File: src/rtl/control_unit.sv
// control_unit: hardwired Moore sequencer for data_path (fetch/decode/execute).
// Optional build macro CU_SINGLE_STEP_EN adds a 'step' input for one-instruction-per-pulse runs.
module control_unit #(
    parameter int OPCODE_W = 5,
    parameter int CNT_W    = 16
) (
    input  logic                Clock,
    input  logic                clear,
    input  logic                start,
    input  logic [31:0]         IR,
    input  logic                mem_ready,
`ifdef CU_SINGLE_STEP_EN
    input  logic                step,
`endif
    output logic                PCout,
    output logic                Zhighout,
    output logic                Zlowout,
    output logic                MDRout,
    output logic                HIout,
    output logic                LOout,
    output logic                Yout,
    output logic                MARin,
    output logic                PCin,
    output logic                MDRin,
    output logic                IRin,
    output logic                Yin,
    output logic                Zin,
    output logic                HIin,
    output logic                LOin,
    output logic                IncPC,
    output logic                Read,
    output logic                Gra,
    output logic                Grb,
    output logic                Grc,
    output logic                Rin,
    output logic                Rout,
    output logic [OPCODE_W-1:0] alu_op,
    output logic                running,
    output logic                halted,
    output logic                illegal,
    output logic [CNT_W-1:0]    instr_count
);

    localparam logic [3:0] S_IDLE = 4'd0;
    localparam logic [3:0] S_T0   = 4'd1;
    localparam logic [3:0] S_T1   = 4'd2;
    localparam logic [3:0] S_T2   = 4'd3;
    localparam logic [3:0] S_T3   = 4'd4;
    localparam logic [3:0] S_T4   = 4'd5;
    localparam logic [3:0] S_T5   = 4'd6;
    localparam logic [3:0] S_T6   = 4'd7;
    localparam logic [3:0] S_HALT = 4'd8;

    logic [3:0]       r_state;
    logic [3:0]       w_next;
    logic             r_pc_done;
    logic             r_illegal;
    logic [CNT_W-1:0] r_count;

    logic [4:0] w_op;
    logic       w_alu;
    logic       w_hilo;
    logic       w_nop;
    logic       w_halt;
    logic       w_bad;
    logic       w_retire;
    logic       w_go;
    logic [3:0] w_after;
    logic       w_unused_ir;

    assign w_op        = IR[31:27];
    assign w_unused_ir = ^IR[26:0];
    assign w_alu       = (w_op <= 5'h0B);
    assign w_hilo      = (w_op == 5'h0C) || (w_op == 5'h0D);
    assign w_nop       = (w_op == 5'h1E);
    assign w_halt      = (w_op == 5'h1F);
    assign w_bad       = !(w_alu || w_hilo || w_nop || w_halt);

    // The last execute cycle of a completed instruction
    assign w_retire = ((r_state == S_T5) && !w_hilo)
                   || (r_state == S_T6)
                   || ((r_state == S_T3) && w_nop);

`ifdef CU_SINGLE_STEP_EN
    logic r_step_prev;
    assign w_go = step && !r_step_prev;

    // Previous step level for rising-edge detection
    always_ff @(posedge Clock or negedge clear) begin
        if (!clear) r_step_prev <= 1'b0;
        else        r_step_prev <= step;
    end

    // Without a step edge the retiring cycle parks in IDLE,
    // where start and a later step edge resume execution.
    assign w_after = w_go ? S_T0 : S_IDLE;
`else
    assign w_go    = 1'b1;
    assign w_after = S_T0;
`endif

    // Next-state selection
    always_comb begin
        w_next = r_state;
        unique case (r_state)
            S_IDLE: if (start && w_go) w_next = S_T0;
            S_T0:   w_next = S_T1;
            S_T1:   if (mem_ready) w_next = S_T2;
            S_T2:   w_next = S_T3;
            S_T3: begin
                if (w_alu || w_hilo) w_next = S_T4;
                else if (w_nop)      w_next = w_after;
                else                 w_next = S_HALT;
            end
            S_T4:   w_next = S_T5;
            S_T5:   w_next = w_hilo ? S_T6 : w_after;
            S_T6:   w_next = w_after;
            S_HALT: w_next = S_HALT;
            default: w_next = S_IDLE;
        endcase
    end

    // State, first-T1 flag, sticky illegal flag and retire counter
    always_ff @(posedge Clock or negedge clear) begin
        if (!clear) begin
            r_state   <= S_IDLE;
            r_pc_done <= 1'b0;
            r_illegal <= 1'b0;
            r_count   <= '0;
        end else begin
            r_state   <= w_next;
            r_pc_done <= (r_state == S_T1);
            if ((r_state == S_T3) && w_bad) r_illegal <= 1'b1;
            if (w_retire) r_count <= r_count + CNT_W'(1);
        end
    end

    // Strobe decode from state and IR only
    always_comb begin
        PCout = 1'b0; Zhighout = 1'b0; Zlowout = 1'b0; MDRout = 1'b0;
        HIout = 1'b0; LOout = 1'b0; Yout = 1'b0;
        MARin = 1'b0; PCin = 1'b0; MDRin = 1'b0; IRin = 1'b0;
        Yin = 1'b0; Zin = 1'b0; HIin = 1'b0; LOin = 1'b0;
        IncPC = 1'b0; Read = 1'b0;
        Gra = 1'b0; Grb = 1'b0; Grc = 1'b0; Rin = 1'b0; Rout = 1'b0;
        alu_op = '0;
        unique case (r_state)
            S_T0: begin
                PCout = 1'b1; MARin = 1'b1; IncPC = 1'b1; Zin = 1'b1;
            end
            S_T1: begin
                Zlowout = 1'b1; PCin = !r_pc_done;
                Read = 1'b1; MDRin = 1'b1;
            end
            S_T2: begin
                MDRout = 1'b1; IRin = 1'b1;
            end
            S_T3: begin
                if (w_alu)  begin Grb = 1'b1; Rout = 1'b1; Yin = 1'b1; end
                if (w_hilo) begin Gra = 1'b1; Rout = 1'b1; Yin = 1'b1; end
            end
            S_T4: begin
                if (w_alu || w_hilo) begin
                    Grc = w_alu; Grb = w_hilo; Rout = 1'b1; Zin = 1'b1;
                    alu_op = OPCODE_W'(w_op);
                end
            end
            S_T5: begin
                Zlowout = 1'b1;
                if (w_hilo) LOin = 1'b1;
                else begin Gra = 1'b1; Rin = 1'b1; end
            end
            S_T6: begin
                Zhighout = 1'b1; HIin = 1'b1;
            end
            default: ;
        endcase
    end

    assign running     = (r_state >= S_T0) && (r_state <= S_T6);
    assign halted      = (r_state == S_HALT);
    assign illegal     = r_illegal;
    assign instr_count = r_count;

endmodule
File: config.mk
export PLATFORM = sky130hd
export DESIGN_NAME = control_unit
export DESIGN_NICKNAME = d
export VERILOG_FILES = /design/src/rtl/control_unit.sv
export SDC_FILE = /design/constraint.sdc
export NUM_CORES = 1
export LEC_CHECK = 0
export ABC_CLOCK_PERIOD_IN_PS = 2300
export BUFFER_PORTS_ARGS = -buffer_cell sky130_fd_sc_hd__buf_2
export CAP_MARGIN = 30
export CELL_PAD_IN_SITES_DETAIL_PLACEMENT = 1
export CELL_PAD_IN_SITES_GLOBAL_PLACEMENT = 1
export CORE_ASPECT_RATIO = 1.5
export CORE_MARGIN = 3
export CORE_UTILIZATION = 33
export DETAILED_ROUTE_END_ITERATION = 10
export GPL_TIMING_DRIVEN = 0
export PLACE_DENSITY_LB_ADDON = 0.1
export SLEW_MARGIN = 25
export SYNTH_ARGS = -nofsm -noshare
export SYNTH_HDL_FRONTEND = slang
export SYNTH_SLANG_ARGS = --single-unit
File: constraint.sdc
create_clock -name Clock -period 2.3 [get_ports Clock]
set_input_delay 0.345 -clock Clock [delete_from_list [all_inputs] [get_ports Clock]]
set_output_delay 0.345 -clock Clock [all_outputs]
set_load 0.05 [all_outputs]
==> results of run 1 <==
## through the flow
stage	setup WS, ns	cell area (µm²)	TNS [ns]	util	hold WS, ns
after global placement	0.302	1770	0	0.435	0.345
after floorplan	-0.0108	1460	-0.0108	-	0.0494
after detailed placement	0.284	1770	0	0.435	0.352
final	0.141	1830	0	0.451	0.0386
after global routing	-0.00922	1830	-0.0173	0.451	0.0744
after CTS	0.0271	1820	0	0.449	0.0587
## Yosys cell counts, types with 3 or more instances
cell type,instances,area (µm²)
dfrtp_1,22,551
xor2_1,15,131
a21oi_1,13,65.1
buf_4,10,75.1
nand2_1,9,33.8
nor3_1,8,40.0
nor2_1,7,26.3
and2_1,5,31.3
and3_1,5,31.3
nand3_1,5,25.0
nand4_1,5,31.3
nor3b_1,5,37.5
clkbuf_1,4,15.0
buf_2,3,15.0
## how the worst min path moves through the flow
stage                from             end  slack (ns)
floorplan           clear         illegal        0.05
global placement    clear  instr_count[8]        0.34
detailed placement  clear  instr_count[8]        0.35
CTS                 clear  instr_count[8]        0.06
global route        clear  instr_count[8]        0.07
finish              clear  instr_count[8]        0.04
## power by group through the flow
stage | clock network, mW | registers [mW] | logic, mW
after CTS | 0.290 | 0.556 | 1.39
after global routing | 0.305 | 0.571 | 1.49
after detailed placement | 0 | 0.563 | 1.38
after floorplan | 0 | 0.664 | 0.981
final | 0.280 | 0.555 | 1.38
after global placement | 0 | 0.558 | 1.36
## flip-flops by register name, indices dropped and copies added, names as in the netlist
signal	flops
instr_count	16
r_state	4
illegal	1
r_pc_done	1
## final cells by class
cell class | count | area [µm²] | share of cell area
well taps | 45 | 56.3 | 0.0307
flip-flops and latches | 22 | 551 | 0.300
repair buffers | 50 | 253 | 0.138
plain buffers | 18 | 120 | 0.0655
multi-input cells | 116 | 792 | 0.432
clock buffers | 4 | 55.1 | 0.0300
inverters | 2 | 7.51 | 0.00409
## routing by layer
metal | up-vias | GRT usage | part of all wire
met5 | - | 0 | 0
met4 | 0 | 0.0645 | 0.014
met3 | 5 | 0.0134 | 0.052
met2 | 40 | 0.303 | 0.54
met1 | 635 | 0.197 | 0.39
li1 | 648 | - | -
## layout by cell type (no fill, tap or decap), drive strengths merged, types with 2 or more instances in the layout
cell    synthesis  routed
nand2b          2       2
a211oi          2       2
nand4           5       5
o211ai          2       2
clkbuf          4      10
a21oi          13      13
nor3b           5       5
o21a            2       2
conb            1       4
xor2           15      15
inv             2       2
buf            14      62
and2            5       5
or2             2       2
xnor2           2       2
nor2            7       7
nor2b           2       2
and3            5       5
nor3            9       9
nand2           9       9
nand3           5       5
o21ai           3       3
dfrtp          22      22
a21boi          2       2
## cells by family after synthesis
| kind of cell | Yosys count |
|---|---|
| and+or+nand+nor | 63 |
| AOI/OAI and AO/OA | 30 |
| DFF | 22 |
| buffers and inverters | 20 |
| xor gates and xnor gates | 17 |
| adders and majority gates | 1 |
| other | 1 |
| muxes | 1 |
==> flow_summary.json, run 1 <==
{
  "cp.depth": 6,
  "drt_iter0_drc": 53,
  "drt_pass1_iterations": 4,
  "core-area_um2": 4060,
  "start_util": 0.352,
  "yosys_warnings": 0,
  "cp_max_fo": 10,
  "gp_congestion": 0.762,
  "grt_usage": 0.167,
  "yosys.area_share.xor_xnor": 0.104,
  "cts_setup_buffers": 0,
  "setup_viol": 0,
  "place_inst": 253,
  "synth-edff-count": 0,
  "cts_sinks": 22,
  "overflow": 0,
  "syn2layout_area_growth_pct": 28.4,
  "dieWidth_um": 59.7,
  "finalCritPeriodShare": 0.939,
  "grt_pass1_vias": 1436,
  "post_cts_resized": 0,
  "seqPwrFrac": 0.251,
  "outcome": "completed",
  "antenna_found_initial": 0,
  "wire_per_inst_um": 15.2,
  "hold_class": "input pin to asynchronous set/reset pin",
  "rsz0062_at_grt": "yes",
  "vias": 1328,
  "final_cells": 257,
  "clk_latency_ns": 0.26,
  "dp_hpwl_mm": 3.07,
  "synth_flop_cell": "dfrtp_1",
  "synthAdderAreaFrac": 0.00876,
  "slowest_delay_ns": 0.47,
  "fmax_mhz": 463,
  "routed_wl_mm": 3.90,
  "crit_start": "r_state[1]",
  "diodes": 0,
  "ctsHoldBuffers": 0,
  "ys_seq_area_frac": 0.385,
  "num_rows": 28,
  "path_delay_family": "buffers and inverters",
  "cp-end-kind": "primary output",
  "grt_pass1_wl_mm": 6.82,
  "io_buffer_count": 50,
  "worstRegToRegCells": 5,
  "path_cells": "clkbuf_4 -> inv_1 -> nand2_1 -> nor3_2 -> or2_2 -> buf_2",
  "power_mw": 2.21,
  "start_kind": "flop",
  "power_density_nw_per_um2": 1210,
  "finalCriticalPeriod_ns": 2.16,
  "switching_share": 0.552,
  "r2r_start": "instr_count[0]",
  "cp.arrival_ns": 1.81,
  "fillCellCount": 495,
  "cts_inserted_buffers": 3,
  "cts_root_buf": "clkbuf_8",
  "hold_viol_final": 0,
  "reg2reg_slack_ns": 0.60,
  "synth_area_per_cell_um2": 9.22,
  "r2r_end": "instr_count[10]",
  "synth_top_family_by_area": "simple AND/OR/NAND/NOR gates",
  "pin_count": 82,
  "syn_area_um2": 1430,
  "drv_slew": 0,
  "synth.area.mux_share": 0.00788,
  "p_comb_frac": 0.623,
  "h-tree-depth": 1,
  "relSlewSlack": 0.655,
  "worst_slew_pin_slew_ns": 0.517,
  "p_int_mw": 0.991,
  "critPathKind": "flop to primary output",
  "final_antenna_net_count": 0,
  "synthCells": 155,
  "cts_tree": "done",
  "ir_drop_mv": 0.841,
  "endpoint": "Zin",
  "fin_nets": 250,
  "die-area_um2": 5170,
  "yosys.cell_types.count": 45,
  "p_leak_nw": 1.00,
  "fp.dieH_um": 86.6,
  "cap_violations": 0,
  "clockBufferDepth": 2,
  "drive_above_1_share": 0.382,
  "clk_pin_slew_ns": 0.08,
  "fin_worst_skew_ns": 0.00135,
  "grt_max_degree": 23,
  "post-route-drc-count": 0,
  "cp.required_ns": 1.96,
  "synth_compound_area_frac": 0.148,
  "vias_per_cell": 5.17,
  "synthSimpleGateAreaFrac": 0.257,
  "crit_path_top_delay_cell": "dfrtp_1",
  "ys_async_sr_fraction": 1.00,
  "path_buf_inv": 3,
  "clockPowerShare": 0.126,
  "p_switching_mw": 1.22,
  "ys_seq_elements": 22
}
No activity file was read; power rests on OpenSTA's default activity.
==> run 2: changes to the inputs <==
- PLACE_DENSITY_LB_ADDON: 0.1 -> 0.3
==> run 2 against run 1 <==
Against the previous run:
- register-to-register slack improved by 0.02 ns
- via count increased by 2.0%
- clock skew increased by 0.0047 ns
- core utilization decreased by 0.062 points
- total power increased by 0.35%
- fmax decreased by 2.6%
- sequential cell count unchanged
- combinational power about the same
- highest routed layer unchanged
- die area unchanged
==> flow_summary.json, run 2 (synthesis gave the netlist of run 1 again) <==
{
  "outcome": "completed",
  "drv_slew": 0,
  "route.met2.wl_mm": 2.09,
  "hold_class": "input pin to asynchronous set/reset pin",
  "wl_met1_mm": 1.52,
  "rsz0062_at_grt": "no",
  "cp_max_fo": 10,
  "top_layer": "met4",
  "cts_sinks": 22,
  "reg2reg_slack_ns": 0.62,
  "path_delay_family": "buffers and inverters",
  "fp.dieH_um": 86.6,
  "clk_latency_ns": 0.27,
  "fin_nets": 250,
  "vias": 1355,
  "h-tree-depth": 1,
  "r2r_end": "instr_count[14]",
  "layout_commonest_cell": "buf_2",
  "placedInstanceArea_um2": 1770,
  "cts_inserted_buffers": 3,
  "pin_count": 82,
  "vias_per_cell": 5.27,
  "whs_ns": 0.0310,
  "setup_viol": 0,
  "post-route-drc-count": 0,
  "cp.arrival_ns": 1.87,
  "overflow": 0,
  "cts_tree": "done",
  "diodes": 0,
  "clk_pin_slew_ns": 0.08,
  "grt_pass1_wl_mm": 6.35,
  "hold_viol_final": 0,
  "worst_slew_pin_slew_ns": 0.510,
  "cts_setup_buffers": 0,
  "finalCriticalPeriod_ns": 2.22,
  "largest_reg_flops": 16,
  "drt_iter0_drc": 32,
  "cts_root_buf": "clkbuf_8",
  "fin_util": 0.451,
  "num_rows": 28,
  "grt_usage": 0.158,
  "layout_common_cells": "buf_2 (52), dfrtp_1 (22), xor2_1 (15), a21oi_1 (13), buf_4 (10)",
  "wire_per_inst_um": 15.1,
  "grt_pass1_vias": 1388,
  "antenna_found_initial": 0,
  "relSlewSlack": 0.660,
  "p_leak_nw": 1.00,
  "post_cts_resized": 1,
  "fin_area_um2": 1830,
  "io_buffer_count": 50,
  "die-area_um2": 5170,
  "ctsHoldBuffers": 0,
  "dp_hpwl_mm": 3.05,
  "dieWidth_um": 59.7,
  "worstRegToRegCells": 5,
  "drive_above_1_share": 0.382,
  "power_density_nw_per_um2": 1210,
  "path_cells": "clkbuf_4 -> inv_1 -> nand2_1 -> nor3_2 -> or2_2 -> buf_2",
  "drt_pass1_iterations": 4,
  "clockBufferDepth": 2,
  "start_kind": "flop",
  "start_util": 0.352,
  "syn2layout_area_growth_pct": 28.2,
  "final_antenna_net_count": 0,
  "cp-end-kind": "primary output",
  "gp_congestion": 0.762,
  "routed_wl_mm": 3.88,
  "fmax_mhz": 451,
  "critPathKind": "flop to primary output",
  "ir_drop_mv": 0.728,
  "finalCritPeriodShare": 0.964,
  "crit_path_top_delay_cell": "dfrtp_1",
  "cp.required_ns": 1.96,
  "path_buf_inv": 3,
  "dr_wl_met3_um": 226,
  "r2r_start": "instr_count[0]",
  "cap_violations": 0,
  "core-area_um2": 4060,
  "fin_worst_skew_ns": 0.00610,
  "slowest_delay_ns": 0.49,
  "grt_max_degree": 23,
  "power_mw": 2.22
}
-- run 2: cell count changes in the layout (fill, tap and decap cells not counted) --
cell | previous run | this run
clkbuf_4 | 2 | 1
buf_2 | 51 | 52
-- run 2: routing by layer --
layer / GRT usage / up-vias
met4: 0.0423 / 0
met2: 0.295 / 37
met1: 0.181 / 667
met5: 0 / -
li1: - / 647
met3: 0.0209 / 4
-- run 2: per-stage QoR --
step / setup slack [ns] / cells / TNS (ns)
after floorplan: -0.0108 / 158 / -0.0108
after global placement: 0.303 / 253 / 0
after detailed placement: 0.267 / 253 / 0
after CTS: 0.0478 / 257 / 0
after global routing: 0.00995 / 257 / 0
final: 0.0837 / 257 / 0
-- run 2: how the worst max path moves through the flow --
stage | slack (ns) | depth (start not counted) | startpoint | to
6_report | 0.08 | 6 | r_state[1] | Zin
5_1_grt | 0.01 | 6 | r_state[1] | Zin
2_1_floorplan | -0.01 | 3 | r_state[1] | Rin
3_3_place_gp | 0.30 | 7 | IR[30] | alu_op[3]
3_5_place_dp | 0.27 | 7 | IR[30] | alu_op[0]
4_1_cts | 0.05 | 6 | r_state[3] | alu_op[1]
-- run 2: area by class of cell --
| type | instances | area [µm²] |
|---|---|---|
| plain buffers | 18 | 120 |
| fillers | 490 | 2230 |
| multi-input cells | 116 | 792 |
| clock buffers | 4 | 55.1 |
| well taps | 45 | 56.3 |
| inverters | 2 | 7.51 |
| repair buffers | 50 | 250 |
| flip-flops and latches | 22 | 551 |
-- run 2: report_power, final --
group          switching, mW  internal, mW  total [mW]
combinational           1.00         0.373        1.38
clock                  0.131         0.153       0.284
sequential            0.0975         0.463       0.561
total                   1.23         0.989        2.22
